==> src/rtl/fpu_pkg.sv <==
// Shared constants and helpers for the FPU operand aligner.
// Imported by the aligner top and its shifter.
package fpu_pkg;

   localparam int GRS_W = 3;

   // Clamp a shift distance so it never exceeds the word width.
   function automatic logic [15:0] sat_shift(
      input logic [15:0] diff,
      input logic [15:0] limit
   );
      return (diff > limit) ? limit : diff;
   endfunction

endpackage

==> src/rtl/fpu_shift_sticky.sv <==
// Combinational right shifter that also reports the OR of
// every bit pushed out below the LSB.
module fpu_shift_sticky #(
   parameter int W    = 26,
   parameter int SH_W = 16
) (
   input  logic [W-1:0]    din,
   input  logic [SH_W-1:0] sh,
   output logic [W-1:0]    dout,
   output logic            sticky
);

   logic [W-1:0] mask;

   // Shift and collect lost bits; a full-width shift loses everything.
   always_comb begin
      mask = '1;
      dout = '0;
      if (sh < SH_W'(W)) begin
         mask = ~({W{1'b1}} << sh);
         dout = din >> sh;
      end
      sticky = |(din & mask);
   end

endmodule

==> src/rtl/fpu_align.sv <==
// Pre-add operand aligner: picks the larger exponent and shifts
// the other mantissa to it, producing guard/round/sticky bits.
module fpu_align
   import fpu_pkg::*;
#(
   parameter int BW_FRAC     = 23,
   parameter int BW_EXPN     = 9,
   parameter int SET_MSB_BIT = 22
) (
   input  logic                       clk,
   input  logic                       rst,
   input  logic                       i_valid,
   output logic                       i_ready,
   input  logic [BW_FRAC-1:0]         i_frac_a,
   input  logic [BW_EXPN-1:0]         i_expn_a,
   input  logic                       i_sign_a,
   input  logic [BW_FRAC-1:0]         i_frac_b,
   input  logic [BW_EXPN-1:0]         i_expn_b,
   input  logic                       i_sign_b,
   output logic                       o_valid,
   input  logic                       o_ready,
   output logic [BW_FRAC+GRS_W-1:0]   o_frac_big,
   output logic [BW_FRAC+GRS_W-1:0]   o_frac_sml,
   output logic [BW_EXPN-1:0]         o_expn,
   output logic                       o_sign_big,
   output logic                       o_sign_sml,
   output logic                       o_swap,
   output logic                       o_special
);

   localparam int W    = BW_FRAC + GRS_W;
   localparam int SH_W = 16;

   if (SET_MSB_BIT != BW_FRAC - 1) begin : g_bad_msb
      $error("leading one must sit at the mantissa MSB");
   end

   logic en;

   logic               v1, v2;
   logic [BW_FRAC-1:0] fb1, fs1;
   logic [BW_EXPN-1:0] e1, e2, d1;
   logic               sb1, ss1, sw1, sp1;
   logic [W-1:0]       fb2, fs2;
   logic               sb2, ss2, sw2, sp2;

   logic               swap_c, spec_c;
   logic [BW_EXPN-1:0] diff_c, ebig_c;
   logic [SH_W-1:0]    sh_c;
   logic [W-1:0]       shd_c, al_c;
   logic               stk_c;

   assign en      = ~o_valid | o_ready;
   assign i_ready = en & ~rst;

   // Stage-1 operand compare: bigger exponent wins, ties keep A.
   always_comb begin
      swap_c = i_expn_b > i_expn_a;
      spec_c = (&i_expn_a) | (&i_expn_b);
      diff_c = swap_c ? i_expn_b - i_expn_a : i_expn_a - i_expn_b;
      ebig_c = swap_c ? i_expn_b : i_expn_a;
      if (spec_c)
         ebig_c = '1;
   end

   // Stage-2 shift distance; inf/NaN operands pass unshifted.
   always_comb begin
      sh_c = sat_shift(SH_W'(d1), SH_W'(W));
      if (sp1)
         sh_c = '0;
      al_c = shd_c | {{(W-1){1'b0}}, stk_c};
   end

   fpu_shift_sticky #(
      .W    (W),
      .SH_W (SH_W)
   ) u_shift (
      .din    ({fs1, {GRS_W{1'b0}}}),
      .sh     (sh_c),
      .dout   (shd_c),
      .sticky (stk_c)
   );

   // Stage 1 register: ordered operands and exponent difference.
   always_ff @(posedge clk or posedge rst) begin
      if (rst) begin
         v1  <= 1'b0;
         fb1 <= '0;
         fs1 <= '0;
         e1  <= '0;
         d1  <= '0;
         sb1 <= 1'b0;
         ss1 <= 1'b0;
         sw1 <= 1'b0;
         sp1 <= 1'b0;
      end else if (en) begin
         v1  <= i_valid;
         fb1 <= swap_c ? i_frac_b : i_frac_a;
         fs1 <= swap_c ? i_frac_a : i_frac_b;
         e1  <= ebig_c;
         d1  <= diff_c;
         sb1 <= swap_c ? i_sign_b : i_sign_a;
         ss1 <= swap_c ? i_sign_a : i_sign_b;
         sw1 <= swap_c;
         sp1 <= spec_c;
      end
   end

   // Stage 2 register: aligned small mantissa with GRS.
   always_ff @(posedge clk or posedge rst) begin
      if (rst) begin
         v2  <= 1'b0;
         fb2 <= '0;
         fs2 <= '0;
         e2  <= '0;
         sb2 <= 1'b0;
         ss2 <= 1'b0;
         sw2 <= 1'b0;
         sp2 <= 1'b0;
      end else if (en) begin
         v2  <= v1;
         fb2 <= {fb1, {GRS_W{1'b0}}};
         fs2 <= al_c;
         e2  <= e1;
         sb2 <= sb1;
         ss2 <= ss1;
         sw2 <= sw1;
         sp2 <= sp1;
      end
   end

   // Stage 3 output register presented to the adder.
   always_ff @(posedge clk or posedge rst) begin
      if (rst) begin
         o_valid    <= 1'b0;
         o_frac_big <= '0;
         o_frac_sml <= '0;
         o_expn     <= '0;
         o_sign_big <= 1'b0;
         o_sign_sml <= 1'b0;
         o_swap     <= 1'b0;
         o_special  <= 1'b0;
      end else if (en) begin
         o_valid    <= v2;
         o_frac_big <= fb2;
         o_frac_sml <= fs2;
         o_expn     <= e2;
         o_sign_big <= sb2;
         o_sign_sml <= ss2;
         o_swap     <= sw2;
         o_special  <= sp2;
      end
   end

endmodule
==> config.mk <==
export PLATFORM = sky130hd
export DESIGN_NAME = fpu_align
export DESIGN_NICKNAME = d
export VERILOG_FILES = /design/src/rtl/fpu_pkg.sv /design/src/rtl/fpu_shift_sticky.sv /design/src/rtl/fpu_align.sv
export SDC_FILE = /design/constraint.sdc
export NUM_CORES = 1
export LEC_CHECK = 0
export ABC_AREA = 1
export BUFFER_PORTS_ARGS = -buffer_cell sky130_fd_sc_hd__buf_2
export CORE_ASPECT_RATIO = 2
export CORE_UTILIZATION = 35
export DETAILED_ROUTE_END_ITERATION = 10
export RECOVER_POWER = 25
export SYNTH_ARGS = -nofsm -noshare
export SYNTH_HDL_FRONTEND = slang
export SYNTH_SLANG_ARGS = --single-unit
==> constraint.sdc <==
create_clock -name clk -period 6.63 [get_ports clk]
set_input_delay 0.3315 -clock clk [delete_from_list [all_inputs] [get_ports clk]]
set_output_delay 0.3315 -clock clk [all_outputs]
set_load 0.01 [all_outputs]
After elaboration in Yosys (flattened, before gate mapping)
Cells that the tools add are included.
{"block": "word_totals", "regBits": 195, "out_inout_bits": 67, "inputBits": 70}
{"block": "classes", "n_shift": 2, "reduce_logical": 3, "n_lt_le_gt_ge": 3, "mux": 11, "addsub": 2, "bitwise_logic": 8}
{"op": "2-to-1 mux 26 bit", "count": 2}
{"op": "2-to-1 mux 23 bit", "count": 2}
{"op": "2-to-1 mux 9 bit", "count": 5}
{"op": "AND 26 bit", "count": 1}
{"op": "inverter 26 bit", "count": 1}
{"op": "OR 26 x 1 -> 26 bit", "count": 1}
{"op": "OR reduction 26 bit", "count": 1}
{"op": "left shift 26 x 9 -> 26 bit, first input constant", "count": 1}
{"op": "right shift 26 x 9 -> 26 bit", "count": 1}
{"op": "AND reduction 9 bit", "count": 2}
{"op": "subtractor 9 bit", "count": 2}
{"op": "greater-than comparator 9 x 5 -> 1 bit, second input constant", "count": 1}
{"op": "greater-than comparator 9 bit", "count": 1}
{"op": "less-than comparator 9 x 5 -> 1 bit, second input constant", "count": 1}
{"op": "2-to-1 mux 1 bit", "count": 2}
{"op": "inverter 1 bit", "count": 2}
{"op": "OR 1 bit", "count": 2}
{"op": "AND 1 bit", "count": 1}

Logic depth before layout (Yosys ltp)
Gate-level depths: netlist of run 1.
{"block": "logic_depth", "word_depth": 9, "ltp_mapped": 17}

Cells and area by module
Synthesis of run 1 repeated with hierarchy kept, for this count alone.
{"block": "unflattened", "cells_unflattened": 1610, "area_unflattened_um2": 11338.4}
{"mod": "fpu_align", "seq_area_each_um2": 4879.7, "cells_per_inst": 1184, "area_per_inst_um2": 9379.0, "n_inst": 1}
{"mod": "fpu_shift_sticky", "seq_area_each_um2": 0.0, "cells_per_inst": 426, "area_per_inst_um2": 1959.4, "n_inst": 1}

Worst setup path after synthesis of run 1
Ideal clock, no wire load.
{"block": "synth_timing", "path_type": "input-to-reg", "start": "in i_expn_a[2]", "end": "reg fb1[7]", "path_stages": 15, "path_buffers": 3, "setup_slack_ps": 4599, "setup_time_ps": 121, "arrival_time_ps": 1909, "path_cell_list": "inv_1 -> ha_1 -> buf_6 -> nand2_1 -> nand2_1 -> o21ai_1 -> nand3_2 -> a21oi_1 -> o21bai_2 -> nand2_2 -> inv_2 -> buf_6 -> buf_6 -> o21ai_0 -> o21ai_1"}
{"block": "synth_between", "elab_chain_len": 2}
{"item": "from (decl)", "line": "fpu_align.sv:15", "rtl": "input logic [BW_EXPN-1:0] i_expn_a,"}
{"item": "greater-than comparator 9 bit", "line": "fpu_align.sv:58", "rtl": "swap_c = i_expn_b > i_expn_a;"}
{"item": "2-to-1 mux 23 bit", "line": "fpu_align.sv:98", "rtl": "fb1 <= swap_c ? i_frac_b : i_frac_a;"}
{"item": "to (signal assigned)", "line": "fpu_align.sv:98"}
{"item": "to (decl)", "line": "fpu_align.sv:41", "rtl": "logic [BW_FRAC-1:0] fb1, fs1;"}
Every way passes these cells.
A chain may end at the register's enable or synchronous reset.

Final worst setup path of run 1
{"block": "layout_timing", "start": "reg d1[5]", "end": "reg fs2[2]"}
{"block": "layout_between", "elab_chain_len": 6, "elab_cells_between_ends": 7, "classes_between": "order compare: 2; shift: 1; mux: 3; bitwise: 1"}
{"item": "from (decl)", "line": "fpu_align.sv:42", "rtl": "logic [BW_EXPN-1:0] e1, e2, d1;"}
{"item": "from (signal assigned)", "line": "fpu_align.sv:101", "rtl": "d1 <= diff_c;"}
{"item": "greater-than comparator 9 x 5 -> 1 bit", "line": "fpu_pkg.sv:12", "rtl": "return (diff > limit) ? limit : diff;"}
{"item": "2-to-1 mux 9 bit (*)", "line": "fpu_pkg.sv:12"}
{"item": "2-to-1 mux 9 bit (*)", "line": "fpu_align.sv:69", "rtl": "if (sp1)"}
{"item": "less-than comparator 9 x 5 -> 1 bit or right shift 26 x 9 -> 26 bit (tied branches)", "line": "fpu_shift_sticky.sv:19, fpu_shift_sticky.sv:21"}
{"item": "2-to-1 mux 26 bit (*)", "line": "fpu_shift_sticky.sv:19", "rtl": "if (sh < SH_W'(W)) begin"}
{"item": "OR 26 x 1 -> 26 bit (*)", "line": "fpu_align.sv:71", "rtl": "al_c = shd_c | {{(W-1){1'b0}}, stk_c};"}
{"item": "to (signal assigned)", "line": "fpu_align.sv:123", "rtl": "fs2 <= al_c;"}
{"item": "to (decl)", "line": "fpu_align.sv:44", "rtl": "logic [W-1:0] fb2, fs2;"}
Mark *: on every way between the ends. The rest lies on a longest branch, timed or not.

==> impl_metrics.py, run 1 <==
metrics = {
    "yosys": {
        "seq_area_frac_synth_pct": 47.3,
        "syn_area_per_cell_um2": 7.62,
        "synth_edf_count": 0,
        "ys_seq_elements": 195,
        "async_flop_share_pct": 100,
        "synth_top_flop_cell": "dfrtp_1",
        "yosys_warnings": 0,
        "ys_types": 44,
        "netlist_instances": 1353,
        "syn_area_um2": 10300,
    },
    "cells_and_area": {
        "fin_cells": 1803,
        "num_antenna_cells": 0,
        "layout.nets": 1519,
        "drive_gt1_share_pct": 13.8,
        "fillCellCount": 3084,
        "syn_to_final_growth_pct": 12.8,
    },
    "worst_setup_path": {
        "cp_common_cell": "nand2_1",
        "start_kind": "register",
        "worstSetupPathType": "reg2reg",
        "cp.arrival_ns": 3.46,
        "slowest_delay_ns": 0.57,
        "reg2reg_slack_ns": 3.52,
        "reg2reg_to": "fs2[2]",
        "cp_data_required_time_ns": 6.98,
        "reg2reg_depth": 12,
        "path_cells": "inv_1 > nand2_1 > nor2_4 > nand3_1 > nand2_1 > inv_2 > o21ai_1 > nand2_1 > nand3_1 > a21oi_1 > nand2_1 > nand2_1",
        "cp-end-kind": "register",
        "rr_startpoint": "d1[5]",
        "worstPathMaxFanout": 32,
        "slowest_stage": "nand2_1",
    },
    "timing": {
        "finalSetupTns_ns": 0,
        "fin_crit_ns": 3.11,
        "hold_viol": 0,
        "worstMarginPinSlew_ns": 0.904,
        "finalCritPeriodShare_pct": 46.9,
        "rsz0062_at_grt": "false",
        "fin_skew_ns": 0.0108,
        "setup_viol_count_final": 0,
        "slew_viol_final": 0,
        "max_freq_ghz": 0.322,
        "relSlewSlack_pct": 39.7,
    },
    "clock_tree": {
        "path_clk_slew_ns": 0.07,
        "post-cts-setup-buffer-count": 0,
        "cts_hold_buf": 0,
        "cts-resized-gates": 0,
        "cts_root_buf": "clkbuf_16",
        "clock_latency_ns": 0.46,
        "cts_buffers": 17,
        "cts_tree": "yes",
        "clock_path_buffers": 2,
        "h-tree-depth": 4,
        "clock-sinks": 195,
    },
    "power": {
        "peakVddDrop_mv": 0.276,
        "clkPwrFrac_pct": 23.1,
        "power_frac_comb_pct": 36.4,
        "p_switching_uw": 1850,
        "leakage_uw": 0.00592,
        "power_density_nw_per_um2": 395,
        "power_frac_seq_pct": 40.5,
        "swShare_pct": 40.2,
        "internal_power_uw": 2750,
    },
    "floorplan": {
        "die_x_um": 123,
        "die-height_um": 245,
        "die-area_um2": 30200,
        "pin_count": 137,
        "initial_core_util_pct": 35.6,
        "core_area_um2": 29000,
        "row_count": 88,
    },
    "routing": {
        "firstDrtPassIters": 5,
        "drt_iter0_drc": 479,
        "wl_mm": 28.8,
        "viasPerCell": 4.93,
        "drc": 0,
        "vias": 8887,
        "drtAntennaViolNets": 0,
        "wl_per_cell_um": 16.0,
    },
    "job": {
        "max-cap-violations": 0,
    },
    "placement": {
        "io_buffers": 133,
        "globalplace.congestion": 0.904,
        "dpl.hpwl_mm": 20.8,
        "placed_cells": 1771,
    },
    "global_route": {
        "globalRouteTotalUtil_pct": 20.2,
        "grt_start_max_net_pins": 171,
        "grt_pass1_vias": 8652,
        "overflow": 0,
        "grt_pass1_wl_mm": 45.8,
        "antenna_found_initial": 0,
    },
    "run_status": {
        "outcome": "finished clean",
    },
    "min_path": {
        "holdCritPathClass": "in2async",
    },
}
-- final cells by class --
class / instances / area [um2] / area share (%)
Sequential cell: 195 / 4880 / 41.9
Multi-Input combinational cell: 956 / 4530 / 38.9
Timing Repair Buffer: 137 / 707 / 6.07
Inverter: 123 / 472 / 4.05
Clock buffer: 21 / 460 / 3.96
Tap cell: 360 / 450 / 3.87
Clock inverter: 11 / 140 / 1.20
-- synthesized netlist by cell type (2+ instances only) --
library cell | n | area (um2)
nand2_1 | 442 | 1660
dfrtp_1 | 195 | 4880
o21ai_0 | 131 | 656
inv_1 | 112 | 420
nor2_1 | 89 | 334
o21ai_1 | 85 | 425
nand3_1 | 70 | 350
clkbuf_1 | 34 | 128
a21oi_1 | 30 | 150
ha_1 | 17 | 213
o22ai_1 | 15 | 93.8
buf_2 | 14 | 70.1
buf_4 | 14 | 105
nand4_1 | 14 | 87.6
buf_6 | 12 | 135
xor2_1 | 10 | 87.6
inv_2 | 8 | 30.0
buf_1 | 7 | 26.3
nand2_2 | 5 | 31.3
o211ai_1 | 5 | 37.5
o21ai_2 | 5 | 43.8
and2_1 | 4 | 25.0
xnor2_1 | 4 | 35.0
clkinv_1 | 3 | 11.3
a31oi_1 | 2 | 12.5
fa_1 | 2 | 40.0
nand3_2 | 2 | 20.0
nor2_4 | 2 | 22.5
nor4_1 | 2 | 12.5
o211ai_2 | 2 | 25.0
o221ai_1 | 2 | 17.5
or2_0 | 2 | 12.5
-- critical path: cells and delay by family, from the launching register on --
kind            cells  cell delay [ns]
simple gates        8             1.60
buf+inv             2             0.50
compound gates      2             0.48
flops               1             0.40
-- metrics by stage --
| step | hold slack [ns] | total power [uW] | cell area [um2] | utilization [%] | worst slack, ns |
|---|---|---|---|---|---|
| 6_report | 0.0214 | 4590 | 11600 | 40.2 | 3.52 |
| 5_1_grt | 0.114 | 4970 | 11600 | 40.2 | 3.27 |
| 4_1_cts | 0.0668 | 4650 | 11600 | 40.2 | 3.56 |
| 3_5_place_dp | 0.455 | 3570 | 11000 | 38.1 | 3.18 |
| 3_3_place_gp | 0.449 | 3550 | 11000 | 38.1 | 3.20 |
| 2_1_floorplan | 0.440 | 3010 | 10300 | - | 0.986 |
-- per-layer routing --
| layer | routed length, um | up-vias | GRT usage, % |
|---|---|---|---|
| met5 | 0 | - | 0 |
| met4 | 1820 | 0 | 13.9 |
| met3 | 826 | 70 | 3.02 |
| met2 | 15000 | 185 | 34.4 |
| met1 | 11200 | 4135 | 22.6 |
| li1 | - | 4497 | - |
-- power by group through the flow --
stage / Clock [uW] / Sequential [uW] / Combinational, uW
detailed placement: 0 / 1890 / 1690
finish: 1060 / 1860 / 1670
global route: 1140 / 1920 / 1910
floorplan: 0 / 1900 / 1110
global placement: 0 / 1880 / 1670
CTS: 1090 / 1870 / 1690
-- state kept, by name (all words and copies together), names as in the netlist, 9 cells and up --
register / flops
e1: 9
fb2: 23
d1: 9
fb1: 23
o_frac_big: 23
fs1: 23
o_expn: 9
fs2: 26
o_frac_sml: 26
e2: 9
-- worst max path at each step --
stage                 from  endpoint  cells after the start
2_1_floorplan          rst     d1[0]                      1
3_3_place_gp   i_expn_a[4]     d1[1]                     14
3_5_place_dp   i_expn_a[4]     d1[1]                     14
4_1_cts              d1[5]    fs2[2]                     12
5_1_grt              d1[5]    fs2[2]                     14
6_report             d1[5]    fs2[2]                     12
-- cells in the final DEF, fill, tap and decap left out, drive strengths merged, types with 17 or more instances in the layout --
cell and instances:
a21oi 30, buf 136, clkbuf 22, dfrtp 195, ha 17, inv 126, nand2 448, nand3 73
nor2 91, o21ai 221
-- kinds of logic (layout without fill, tap and decap cells) --
family                     Yosys count  after routing  share of synthesized area [%]
buffers and inverters              204            292                           8.98
other                                1              3                         0.0364
and+or+nand+nor                    638            638                           25.5
AOI/OAI and AO/OA                  282            282                           14.6
xor gates and xnor gates            14             14                           1.19
DFF                                195            195                           47.3
adders and majority gates           19             19                           2.45
(Power assumes the default switching activity.)
==> inputs of run 2 (changes only) <==
==> constraint.sdc (replaced) <==
create_clock -name clk -period 2.8 [get_ports clk]
set_input_delay 0.14 -clock clk [delete_from_list [all_inputs] [get_ports clk]]
set_output_delay 0.14 -clock clk [all_outputs]
set_load 0.01 [all_outputs]
==> impl_metrics.py, run 2 (same netlist as run 1, synthesis figures left out) <==
metrics = {
    "run_status": {
        "outcome": "finished clean",
    },
    "clock_tree": {
        "clock_latency_ns": 0.46,
        "cts_buffers": 17,
        "path_clk_slew_ns": 0.07,
        "cts_root_buf": "clkbuf_16",
        "cts_tree": "yes",
        "post-cts-setup-buffer-count": 0,
        "clock_path_buffers": 2,
        "clock-sinks": 195,
        "h-tree-depth": 4,
    },
    "worst_setup_path": {
        "slowest_stage": "o21ai_1",
        "reg2reg_slack_ns": 0.31,
        "worstSetupPathType": "reg2reg",
        "start_kind": "register",
        "cp-end-kind": "register",
        "crit_buf_inv": 1,
        "path_cells": "inv_1 > nand2_1 > nor2_4 > nand3_4 > o21ai_1 > nand2_1 > o21ai_1 > nand2_1 > nand3_1 > a21oi_1 > nand2_1 > nand2_1",
        "cp.arrival_ns": 2.84,
        "rr_startpoint": "d1[5]",
        "cp_data_required_time_ns": 3.15,
        "reg2reg_to": "fs2[2]",
        "worstPathMaxFanout": 37,
        "reg2reg_depth": 12,
        "cp_common_cell": "nand2_1",
        "crit_family": "simple AND/OR/NAND/NOR gates",
        "slowest_delay_ns": 0.54,
    },
    "floorplan": {
        "die-area_um2": 30200,
        "row_count": 88,
        "pin_count": 137,
        "die_x_um": 123,
        "die-height_um": 245,
        "core_area_um2": 29000,
        "initial_core_util_pct": 35.6,
    },
    "cells_and_area": {
        "layout_common_cells": "nand2_1, dfrtp_1, o21ai_0",
        "layout.nets": 1603,
        "syn_to_final_growth_pct": 19.9,
        "drive_gt1_share_pct": 10.4,
        "final_common_cell": "nand2_1",
        "num_antenna_cells": 0,
        "top_regs": "fs2: 26 flops, o_frac_sml: 26 flops",
    },
    "job": {
        "max-cap-violations": 0,
    },
    "global_route": {
        "grt_start_max_net_pins": 175,
        "grt_pass1_vias": 9146,
        "overflow": 0,
        "globalRouteTotalUtil_pct": 21.1,
        "antenna_found_initial": 0,
        "grt_pass1_wl_mm": 48.1,
    },
    "timing": {
        "finalCritPeriodShare_pct": 89.1,
        "setup_viol_count_final": 0,
        "fin_crit_ns": 2.49,
        "slew_viol_final": 0,
        "rsz0062_at_grt": "false",
        "relSlewSlack_pct": 8.17,
        "finalSetupTns_ns": 0,
        "hold_ws_ns": 0.0287,
        "hold_viol": 0,
        "max_freq_ghz": 0.401,
        "worstMarginPinSlew_ns": 1.37,
        "fin_skew_ns": 0.0126,
    },
    "routing": {
        "drtAntennaViolNets": 0,
        "drc": 0,
        "wl_per_cell_um": 15.9,
        "vias": 9307,
        "viasPerCell": 4.93,
        "drt_iter0_drc": 407,
        "wl_mm": 30.0,
        "firstDrtPassIters": 5,
    },
    "placement": {
        "dpl.hpwl_mm": 22.0,
        "globalplace.congestion": 0.959,
        "io_buffers": 133,
    },
    "min_path": {
        "worstHoldStart": "i_frac_b[21]",
        "hold_path_end": "fb1[21]",
        "holdCritPathClass": "in2reg",
        "hold_depth": 3,
    },
    "power": {
        "leakage_uw": 0.00608,
        "peakVddDrop_mv": 0.486,
        "power_density_nw_per_um2": 888,
    },
}
run 2: changes by cell type in the layout (fill, tap and decap cells not counted), moves of 2 or more:
cell / before / now
buf_2: 132 / 71
clkinvlp_4: 3 / 0
buf_12: 1 / 6
dlygate4sd3_1: 0 / 61
clkbuf_1: 3 / 66
buf_4: 3 / 19
clkinv_2: 0 / 4
inv_8: 3 / 1
run 2: worst max path at each step:
stage / startpoint / end / slack (ns) / cells past startpoint
after global placement: d1[0] / fs2[2] / 0.16 / 11
after floorplan: rst / d1[0] / 0.14 / 1
after global routing: rst / fs2[3] / 0.05 / 4
after detailed placement: d1[5] / fs2[2] / 0.14 / 12
final: d1[5] / fs2[2] / 0.31 / 12
after CTS: d1[5] / fs2[2] / 0.12 / 12
run 2: worst reg2reg max path, cell delays in order (launching register included):
cell and delay (ns):
dfrtp_1 0.40, inv_1 0.06, nand2_1 0.09, nor2_4 0.18, nand3_4 0.35, o21ai_1 0.55
nand2_1 0.09, o21ai_1 0.19, nand2_1 0.13, nand3_1 0.16, a21oi_1 0.09, nand2_1 0.07
nand2_1 0.04
run 2: what timing repair did:
| action | CTS | global route |
|---|---|---|
| hold endpoints to repair | 70 | 0 |
| hold buffers | 61 | 0 |
| endpoints found under the setup margin | 0 | 4 |
| gates resized for setup | 0 | 1 |
run 2: cell type report:
| cell class | count | area (um2) |
|---|---|---|
| inverter | 123 | 465 |
| fill | 3044 | 16600 |
| clock buffer | 22 | 474 |
| timing repair buffer | 221 | 1470 |
| sequential | 195 | 4880 |
| tap | 360 | 450 |
| clock inverter | 10 | 96.3 |
| multi-input combinational | 956 | 4530 |
run 2: report_power, final:
part	switching (uW)	internal (uW)	total [uW]
registers	602	3830	4430
logic	2730	1410	4140
clock network	1110	1310	2410
total	4440	6550	11000
run 2: metrics by stage:
step | std cells | total power (uW) | cell area, um2 | setup slack (ns) | util, %
after global routing | 1887 | 11900 | 12400 | 0.0475 | 42.7
after detailed placement | 1794 | 8600 | 11300 | 0.137 | 39.0
after floorplan | 1355 | 7130 | 10300 | 0.142 | -
after CTS | 1887 | 11200 | 12500 | 0.117 | 43.0
after global placement | 1794 | 8550 | 11300 | 0.160 | 39.0
final | 1887 | 11000 | 12400 | 0.305 | 42.7
run 2: routing by layer:
layer	up-vias	part of all wire [%]	track usage, %
li1	4658	-	-
met1	4388	38	22.6
met2	187	55	38.4
met3	74	2.3	2.76
met4	0	4.9	12.3
met5	-	0	0
